## config.mk

```make
export PLATFORM = sky130hd
export DESIGN_NAME = mem_port_arbiter
export DESIGN_NICKNAME = d
export VERILOG_FILES = /design/src/rtl/mem_port_arbiter.sv
export SDC_FILE = /design/constraint.sdc
export NUM_CORES = 1
export LEC_CHECK = 0
export ABC_CLOCK_PERIOD_IN_PS = 4600
export BUFFER_PORTS_ARGS = -buffer_cell sky130_fd_sc_hd__buf_2
export CORE_AREA = 2 2 227 229
export CTS_CLUSTER_SIZE = 25
export DETAILED_ROUTE_END_ITERATION = 6
export DIE_AREA = 0 0 229 231
export GPL_TIMING_DRIVEN = 0
export SLEW_MARGIN = 20
export SYNTH_ARGS = -nofsm -noshare
export SYNTH_HDL_FRONTEND = slang
export SYNTH_SLANG_ARGS = --single-unit
```

## constraint.sdc

```tcl
create_clock -name clk -period 4.6 [get_ports clk]
set_input_delay 0 -clock clk [delete_from_list [all_inputs] [get_ports clk]]
set_output_delay 0 -clock clk [all_outputs]
set_load 0.05 [all_outputs]
```

## src/rtl/mem_port_arbiter.sv

```systemverilog
// mem_port_arbiter
// Round-robin arbiter that shares one data-memory port between two requesters.
// The winning address, write data and write enable are registered onto the shared
// port. The memory response comes back to the owner as a one-cycle ack. A watchdog
// aborts a transaction that the memory never acknowledges.
module mem_port_arbiter #(
  parameter int DATA_W  = 64,
  parameter int ADDR_W  = 64,
  parameter int TIMEOUT = 255
) (
  input  logic              clk,
  input  logic              reset_n,
  input  logic              req0,
  input  logic              we0,
  input  logic [ADDR_W-1:0] addr0,
  input  logic [DATA_W-1:0] wdata0,
  output logic              ack0,
  output logic              err0,
  output logic [DATA_W-1:0] rdata0,
  input  logic              req1,
  input  logic              we1,
  input  logic [ADDR_W-1:0] addr1,
  input  logic [DATA_W-1:0] wdata1,
  output logic              ack1,
  output logic              err1,
  output logic [DATA_W-1:0] rdata1,
  output logic              mem_req,
  output logic              mem_we,
  output logic [ADDR_W-1:0] mem_addr,
  output logic [DATA_W-1:0] mem_wdata,
  input  logic              mem_ack,
  input  logic [DATA_W-1:0] mem_rdata,
  output logic              grant,
  output logic              busy
);

  typedef enum logic [1:0] {
    IDLE = 2'd0,
    BUSY = 2'd1,
    DONE = 2'd2
  } state_t;

  // A zero TIMEOUT disables the watchdog; otherwise abort on the edge where the
  // counter has already seen TIMEOUT-1 unacknowledged BUSY edges.
  localparam logic        WD_EN   = 1'(TIMEOUT != 0);
  localparam logic [15:0] WD_LAST = 16'(TIMEOUT - 1);

  state_t              state_r, state_s;
  logic [15:0]         cnt_r, cnt_s;
  logic                last_grant_r, last_grant_s;
  logic                win_s;
  logic                mem_req_s, mem_we_s, grant_s, busy_s;
  logic [ADDR_W-1:0]   mem_addr_s;
  logic [DATA_W-1:0]   mem_wdata_s;
  logic                ack0_s, ack1_s, err0_s, err1_s;
  logic [DATA_W-1:0]   rdata0_s, rdata1_s;

  // Next-state and next-output logic; every register holds unless a state acts on it.
  always_comb begin
    state_s      = state_r;
    cnt_s        = cnt_r;
    last_grant_s = last_grant_r;
    win_s        = 1'b0;
    mem_req_s    = mem_req;
    mem_we_s     = mem_we;
    mem_addr_s   = mem_addr;
    mem_wdata_s  = mem_wdata;
    grant_s      = grant;
    ack0_s       = 1'b0;
    ack1_s       = 1'b0;
    err0_s       = 1'b0;
    err1_s       = 1'b0;
    rdata0_s     = rdata0;
    rdata1_s     = rdata1;

    case (state_r)
      IDLE: begin
        if (req0 || req1) begin
          // On a tie the requester that did not win last time goes first.
          win_s       = (req0 && req1) ? ~last_grant_r : req1;
          grant_s     = win_s;
          mem_req_s   = 1'b1;
          mem_we_s    = win_s ? we1 : we0;
          mem_addr_s  = win_s ? addr1 : addr0;
          mem_wdata_s = win_s ? wdata1 : wdata0;
          cnt_s       = 16'd0;
          state_s     = BUSY;
        end else begin
          state_s = IDLE;
        end
      end

      BUSY: begin
        if (mem_ack) begin
          // A real ack always beats a watchdog expiry on the same edge.
          mem_req_s    = 1'b0;
          last_grant_s = grant;
          state_s      = DONE;
          if (grant) begin
            ack1_s = 1'b1;
            if (!mem_we) begin
              rdata1_s = mem_rdata;
            end else begin
              rdata1_s = rdata1;
            end
          end else begin
            ack0_s = 1'b1;
            if (!mem_we) begin
              rdata0_s = mem_rdata;
            end else begin
              rdata0_s = rdata0;
            end
          end
        end else if (WD_EN && (cnt_r == WD_LAST)) begin
          // Abort: complete towards the owner with an error and zeroed read data.
          mem_req_s    = 1'b0;
          last_grant_s = grant;
          state_s      = DONE;
          if (grant) begin
            ack1_s   = 1'b1;
            err1_s   = 1'b1;
            rdata1_s = {DATA_W{1'b0}};
          end else begin
            ack0_s   = 1'b1;
            err0_s   = 1'b1;
            rdata0_s = {DATA_W{1'b0}};
          end
        end else begin
          cnt_s = cnt_r + 16'd1;
        end
      end

      DONE: begin
        state_s = IDLE;
      end

      default: begin
        state_s   = IDLE;
        mem_req_s = 1'b0;
      end
    endcase

    busy_s = (state_s != IDLE);
  end

  // State, watchdog and output registers; reset leaves requester 0 to win the first tie.
  always_ff @(posedge clk or negedge reset_n) begin
    if (!reset_n) begin
      state_r      <= IDLE;
      cnt_r        <= 16'd0;
      last_grant_r <= 1'b1;
      mem_req      <= 1'b0;
      mem_we       <= 1'b0;
      mem_addr     <= {ADDR_W{1'b0}};
      mem_wdata    <= {DATA_W{1'b0}};
      grant        <= 1'b0;
      busy         <= 1'b0;
      ack0         <= 1'b0;
      ack1         <= 1'b0;
      err0         <= 1'b0;
      err1         <= 1'b0;
      rdata0       <= {DATA_W{1'b0}};
      rdata1       <= {DATA_W{1'b0}};
    end else begin
      state_r      <= state_s;
      cnt_r        <= cnt_s;
      last_grant_r <= last_grant_s;
      mem_req      <= mem_req_s;
      mem_we       <= mem_we_s;
      mem_addr     <= mem_addr_s;
      mem_wdata    <= mem_wdata_s;
      grant        <= grant_s;
      busy         <= busy_s;
      ack0         <= ack0_s;
      ack1         <= ack1_s;
      err0         <= err0_s;
      err1         <= err1_s;
      rdata0       <= rdata0_s;
      rdata1       <= rdata1_s;
    end
  end

endmodule

```

==> results.cfg, run 1 <==
[synth]
synth_cell_types = 46
synthAdderAreaFrac_pct = 0.214
synth_ff_type = dfrtp_1
syn_avg_cell_area_um2 = 11.9
syn-num-nets = 1311
synth_compound_area_share_pct = 17.0
async_flop_share_pct = 100
netlist_instances = 982
yosys_register_bits = 283
synthXorXnorAreaFrac_pct = 0
synthMuxAreaShare_pct = 11.3
synth_top_family_by_area = compound AO/OA/AOI/OAI gates
ys_warn_count = 0
ys_seq_area_share_pct = 60.5
synth-simple-area-share_pct = 7.52
synth-edff-count = 0
syn_area_mm2 = 0.0117

[floorplanning]
die_w_um = 229
die_area_mm2 = 0.0529
start_util_pct = 23.1
die_h_um = 231
io_pins = 591
core_area_mm2 = 0.0507
fp-row-count = 83

[pwr]
p_leak_nw = 10.1
p_int_mw = 7.16
switching_share_pct = 51.3
power.total_mw = 14.7
switching_power_mw = 7.53
power_frac_comb_pct = 53.8
vdd.ir_drop.worst_mv = 0.449
seqPwrFrac_pct = 28.6
power_density_mw_per_mm2 = 734
p_clk_share_pct = 17.7

[global_routing]
grt_pass1_wl_um = 76000
grtUsageTotal_pct = 18.6
grt_use_met3_pct = 4.56
grt_max_degree = 99
antenna_found_initial = 14
use_met1_pct = 22.3
use_met2_pct = 31.7
grt_pass1_vias = 12900
top_usage_layer = met2
grt_overflow = 0

[place]
place.gp.congestion = 0.860
port_buffers = 590
postPlaceCellArea_mm2 = 0.0156
dp_hpwl_um = 35800

[detailed_routing]
dr_total_vias = 12100
viasPerCell = 4.57
post_drt_wl_per_cell_um = 19.3
first_pass_iters = 5
drc = 0
drt_iter0_drc = 639
ant_nets = 0
wirelength_um = 51000

[worst_setup_path]
cp.arrival_ns = 3.68
cp_max_fo = 10
crit_required_ns = 5.03
worstSetupEndpoint = mem_addr[55]
crit_path_start = last_grant_r
regToRegEndpoint = mem_addr[55]
r2r_slack_ns = 1.35
start_kind = register
r2r-start = last_grant_r
critPathCaptureType = register
timing_worst_setup_path_type = reg2reg
r2r_cells = 6

[sta]
setup_viol = 0
rsz0062_at_grt = no
min_period_ns = 3.25
fmax_ghz = 0.308
slew_headroom_pct = 20.0
layout_worst_path_cycle_share_pct = 70.6
hold_viol = 0
clock_skew_ns = 0.0168
slew_violations = 0
tightest_slew_ns = 1.20

[clocking]
path_clk_slew_ns = 0.06
cts_sinks = 283
numCtsBuffers = 31
root_buffer = clkbuf_16
clockBufferDepth = 3
cts_tree = built
htree_levels = 1
cts_resized = 0
clkLatencyLatePin_ns = 0.60

[cells_and_area]
seq_area_mm2 = 0.00708
area_growth_pct = 70.8
most-common-layout-cells = buf_2 (612), dlygate4sd3_1 (327), dfrtp_1 (282)
nets = 2265
final_common_cell = buf_2
multi_input_area_mm2 = 0.00423
drive_gt1_share_pct = 35.3
final_area_mm2 = 0.0200
fillers = 4887

[hold_path]
min_path_type = in2reg

[run_status]
outcome = finished, final reports clean

[job]
maxCapViolCount = 0
==> cells by family (layout without fill, tap and decap cells) <==
kind of cell,Yosys count,after routing
AOI/OAI and AO/OA,294,294
other,0,9
buffers and inverters,76,1053
DFF,283,283
adders and majority gates,2,2
and+or+nand+nor,195,195
muxes,132,132
==> final cells by class <==
| type | count | area share (%) |
|---|---|---|
| Multi-Input combinational cell | 623 | 21.2 |
| Timing Repair Buffer | 921 | 31.7 |
| Buffer | 72 | 1.96 |
| Tap cell | 680 | 4.25 |
| Antenna cell | 9 | 0.113 |
| Inverter | 4 | 0.0750 |
| Sequential cell | 283 | 35.4 |
| Clock buffer | 45 | 4.54 |
| Clock inverter | 11 | 0.782 |
==> what timing repair did <==
item / in CTS / in global routing
endpoints found under the hold margin: 374 / 0
buffers inserted: 0 / 0
setup endpoints to repair: 0 / 0
hold buffers: 328 / 0
==> per-stage QoR <==
stage	std cells	worst slack, ns	TNS (ns)	utilization, %	hold WS [ns]
finish	2648	1.35	0	39.5	0.192
global route	2648	1.15	0	39.5	0.171
CTS	2639	1.29	0	39.4	0.150
detailed placement	2255	1.78	0	30.8	-0.0613
global placement	2252	-1.83	-498.74	30.6	0.239
floorplan	982	2.77	0	-	-0.296
==> worst max-delay path, stage by stage (launching register included) <==
cell and delay (ns):
dfstp_2 0.37, a21boi_1 0.46, clkbuf_1 0.67, buf_2 0.50, mux2i_1 0.36, dlygate4sd3_1 0.65
o21ai_0 0.09
==> registers in the layout, summed over array words and instances (netlist names) <==
name          cells
rdata1           64
ack0              1
rdata0           64
err1              1
cnt_r            16
mem_req           1
last_grant_r      1
state_r           2
ack1              1
grant             1
mem_addr         64
mem_wdata        64
mem_we            1
busy              1
err0              1
==> cell usage after synthesis (all sizes together) (3+ instances only) <==
library cell | count | share of area, %
dfrtp | 282 | 60
o21ai | 147 | 6.3
nand2 | 146 | 4.7
mux2i | 131 | 11
a22o | 128 | 9.6
buf | 42 | 2.4
clkbuf | 30 | 0.96
nor2 | 11 | 0.35
nand3 | 8 | 0.34
nand4 | 6 | 0.37
a21oi | 5 | 0.25
a31oi | 5 | 0.27
and3 | 4 | 0.21
inv | 4 | 0.13
nand2b | 4 | 0.21
nor3 | 4 | 0.35
nor4 | 3 | 0.21
==> how the worst min path moves through the flow <==
stage,from,end,cells after the start
floorplan,reset_n,ack0,0
global placement,mem_rdata[32],rdata0[32],2
detailed placement,reset_n,rdata0[14],1
CTS,mem_rdata[5],rdata0[5],3
global route,mem_rdata[37],rdata0[37],3
finish,mem_rdata[45],rdata0[45],3
==> power by group through the flow <==
| stage | combinational (mW) | clock, mW | sequential (mW) |
|---|---|---|---|
| after floorplan | 1.68 | 0 | 7.80 |
| after global placement | 7.46 | 0 | 4.16 |
| after detailed placement | 7.52 | 0 | 4.18 |
| after CTS | 7.89 | 2.66 | 4.17 |
| after global routing | 8.30 | 2.78 | 4.31 |
| final | 7.90 | 2.60 | 4.19 |
==> routing by layer <==
metal | wire length (µm) | up-vias
li1 | - | 5483
met4 | 2120 | 2
met2 | 24600 | 578
met1 | 20600 | 5935
met5 | 13 | -
met3 | 3600 | 115
Power figures use the tool's default switching activity.
==> run 2, diff against run 1 <==
--- a/config.mk
+++ b/config.mk
@@ -5,12 +5,13 @@
 export SDC_FILE = /design/constraint.sdc
 export NUM_CORES = 1
 export LEC_CHECK = 0
-export ABC_CLOCK_PERIOD_IN_PS = 4600
+export ABC_AREA = 1
+export ABC_CLOCK_PERIOD_IN_PS = 3400
 export BUFFER_PORTS_ARGS = -buffer_cell sky130_fd_sc_hd__buf_2
-export CORE_AREA = 2 2 227 229
+export CORE_AREA = 2 2 232 234
 export CTS_CLUSTER_SIZE = 25
 export DETAILED_ROUTE_END_ITERATION = 6
-export DIE_AREA = 0 0 229 231
+export DIE_AREA = 0 0 234 236
 export GPL_TIMING_DRIVEN = 0
 export SLEW_MARGIN = 20
 export SYNTH_ARGS = -nofsm -noshare
==> constraint.sdc (replaced) <==
create_clock -name clk -period 3.4 [get_ports clk]
set_input_delay 0 -clock clk [delete_from_list [all_inputs] [get_ports clk]]
set_output_delay 0 -clock clk [all_outputs]
set_load 0.05 [all_outputs]
==> run 2 against run 1 <==
Effect of this change: clock power increased by 46%; largest cell class unchanged; largest power group unchanged; combinational power up 56%; critical endpoint is now mem_addr[4]; critical path depth grew 2; flip-flop and latch count unchanged; via count rose by 22%.
==> results.cfg, run 2 <==
[worst_setup_path]
cp.arrival_ns = 3.31
regToRegEndpoint = mem_addr[4]
timing_worst_setup_path_type = reg2reg
crit_chain = nor2_1 -> o21ai_1 -> inv_2 -> buf_4 -> clkbuf_1 -> o21ai_0 -> o21ai_0 -> dlygate4sd3_1
crit_required_ns = 3.85
crit_buf_inv = 4
crit_path_start = state_r[1]
cp_max_fo = 10
max_stage_delay_ns = 0.61
start_kind = register
crit_family = buffers and inverters
slowest_stage = dlygate4sd3_1
r2r-start = state_r[1]
worstSetupEndpoint = mem_addr[4]
r2r_cells = 8
critPathCaptureType = register
cp.depth = 8
cp_common_cell = o21ai_0
r2r_slack_ns = 0.55

[floorplanning]
core_area_mm2 = 0.0531
die_w_um = 234
io_pins = 591
fp-row-count = 85
die_area_mm2 = 0.0552
start_util_pct = 24.4
die_h_um = 236

[detailed_routing]
post_drt_wl_per_cell_um = 18.2
drt-met1-wl_um = 22300
first_pass_iters = 7
drt_iter0_drc = 835
top_layer = met5
met2_length_um = 28700
dr_total_vias = 14700
wl_met3_um = 4510
viasPerCell = 4.59
wirelength_um = 58300
drc = 0
ant_nets = 0

[sta]
tightest_slew_ns = 0.787
layout_worst_path_cycle_share_pct = 83.9
fin_ws_ns = 0.548
fmax_ghz = 0.351
clock_skew_ns = 0.0113
slew_headroom_pct = 47.5
setup_viol = 0
hold_viol = 0
min_period_ns = 2.85
rsz0062_at_grt = no
slew_violations = 0

[cells_and_area]
area_growth_pct = 64.4
nets = 2813
final_common_cell = buf_2
final_core_util_pct = 40.2
most-common-layout-cells = buf_2 (616), nand2_1 (408), dlygate4sd3_1 (323)
fillers = 5301
drive_gt1_share_pct = 32.3

[synth]
synth_cell_types = 25
syn-num-nets = 1859
synth_area_leaders = dfrtp_1 (54%), nand2_1 (12%), o21ai_0 (9.0%)
async_flop_share_pct = 100
synth_top_area_share_pct = 54.4
ys_warn_count = 0
yosys_register_bits = 283
synth-edff-count = 0
ys_seq_area_share_pct = 54.6
netlist_instances = 1530
synth_ff_type = dfrtp_1
yosysMostFrequentCell = nand2_1
syn_avg_cell_area_um2 = 8.48
yosysTopAreaCell = dfrtp_1
ys_top_cells_by_count = nand2_1 (408), dfrtp_1 (282), o21ai_0 (234)
syn_area_mm2 = 0.0130

[pwr]
power_density_mw_per_mm2 = 1020
vdd.ir_drop.worst_mv = 0.589
p_leak_nw = 11.2

[clocking]
cts_tree = built
clockBufferDepth = 3
clkLatencyLatePin_ns = 0.53
cts_resized = 0
root_buffer = clkbuf_16
cts_sinks = 283
path_clk_slew_ns = 0.06
htree_levels = 2
numCtsBuffers = 35

[place]
place.gp.congestion = 0.961
dp_slack_ns = 0.880
dp_hpwl_um = 42700
port_buffers = 590

[global_routing]
grt_overflow = 0
antenna_found_initial = 12
grt_max_degree = 91
grt_pass1_wl_um = 87200
grt_pass1_vias = 15300
grtUsageTotal_pct = 20.5

[hold_path]
min_path_cells = 3
min_path_type = in2reg

[job]
maxCapViolCount = 0

[run_status]
outcome = finished, final reports clean
-- run 2: power by group --
group          internal [mW]  total [mW]  switching, mW
sequential              4.81        5.73          0.919
combinational           3.59        12.3           8.66
clock                   2.31        3.79           1.48
total                   10.7        21.8           11.1
-- run 2: worst min path at each step --
stage / start / endpoint / slack [ns]
finish: wdata0[36] / mem_wdata[36] / 0.04
floorplan: reset_n / ack0 / -0.30
global placement: wdata1[62] / mem_wdata[62] / 0.26
global route: wdata0[37] / mem_wdata[37] / 0.05
CTS: wdata0[37] / mem_wdata[37] / 0.01
detailed placement: reset_n / rdata0[32] / -0.08
-- run 2: logic make-up (layout without fill, tap and decap cells) --
family                     after synthesis  in the layout  synth area share (%)
adders and majority gates                2              2                 0.193
buffers and inverters                  193           1171                  6.86
xor gates and xnor gates                 7              7                 0.473
AOI/OAI and AO/OA                      333            333                  14.7
DFF                                    283            283                  54.6
and+or+nand+nor                        712            712                  23.2
other                                    0              9                     0
-- run 2: cell type report --
class                           count  area, µm²  area share (%)
Sequential cell                   283       7080            33.2
Timing Repair Buffer              917       6310            29.6
Multi-Input combinational cell   1054       5000            23.4
Clock buffer                       54       1070            5.02
Tap cell                          696        871            4.08
Buffer                            109        574            2.69
Inverter                           84        315            1.48
Clock inverter                      7       85.1           0.399
Antenna cell                        9       22.5           0.106
-- run 2: worst min-delay path: cells and delay by family --
| kind | cells | cell delay [ns] |
|---|---|---|
| AO/OA/AOI/OAI | 2 | 0.45 |
| buffers and inverters | 1 | 0.07 |
-- run 2: routing by layer --
layer  up-vias  GRT usage [%]
li1       6894              -
met2       708           36.2
met4         4           9.49
met5         -              0
met1      6975           22.9
met3       156           5.22
-- run 2: metrics by stage --
step                total power [mW]  hold WS [ns]  instances  area (µm²)  setup TNS (ns)
floorplan                       13.1        -0.296       1530       13000               0
global placement                16.2         0.258       2816       16800         -874.55
CTS                             21.7        0.0147       3203       21300               0
global route                    22.9        0.0542       3210       21300               0
finish                          21.8        0.0431       3213       21300               0
detailed placement              16.3       -0.0763       2819       16900               0
-- run 2: repair_timing --
action / in CTS / in global routing
buffers inserted: 0 / 0
hold endpoints to repair: 393 / 1
hold buffers: 323 / 1
endpoints found under the setup margin: 0 / 0
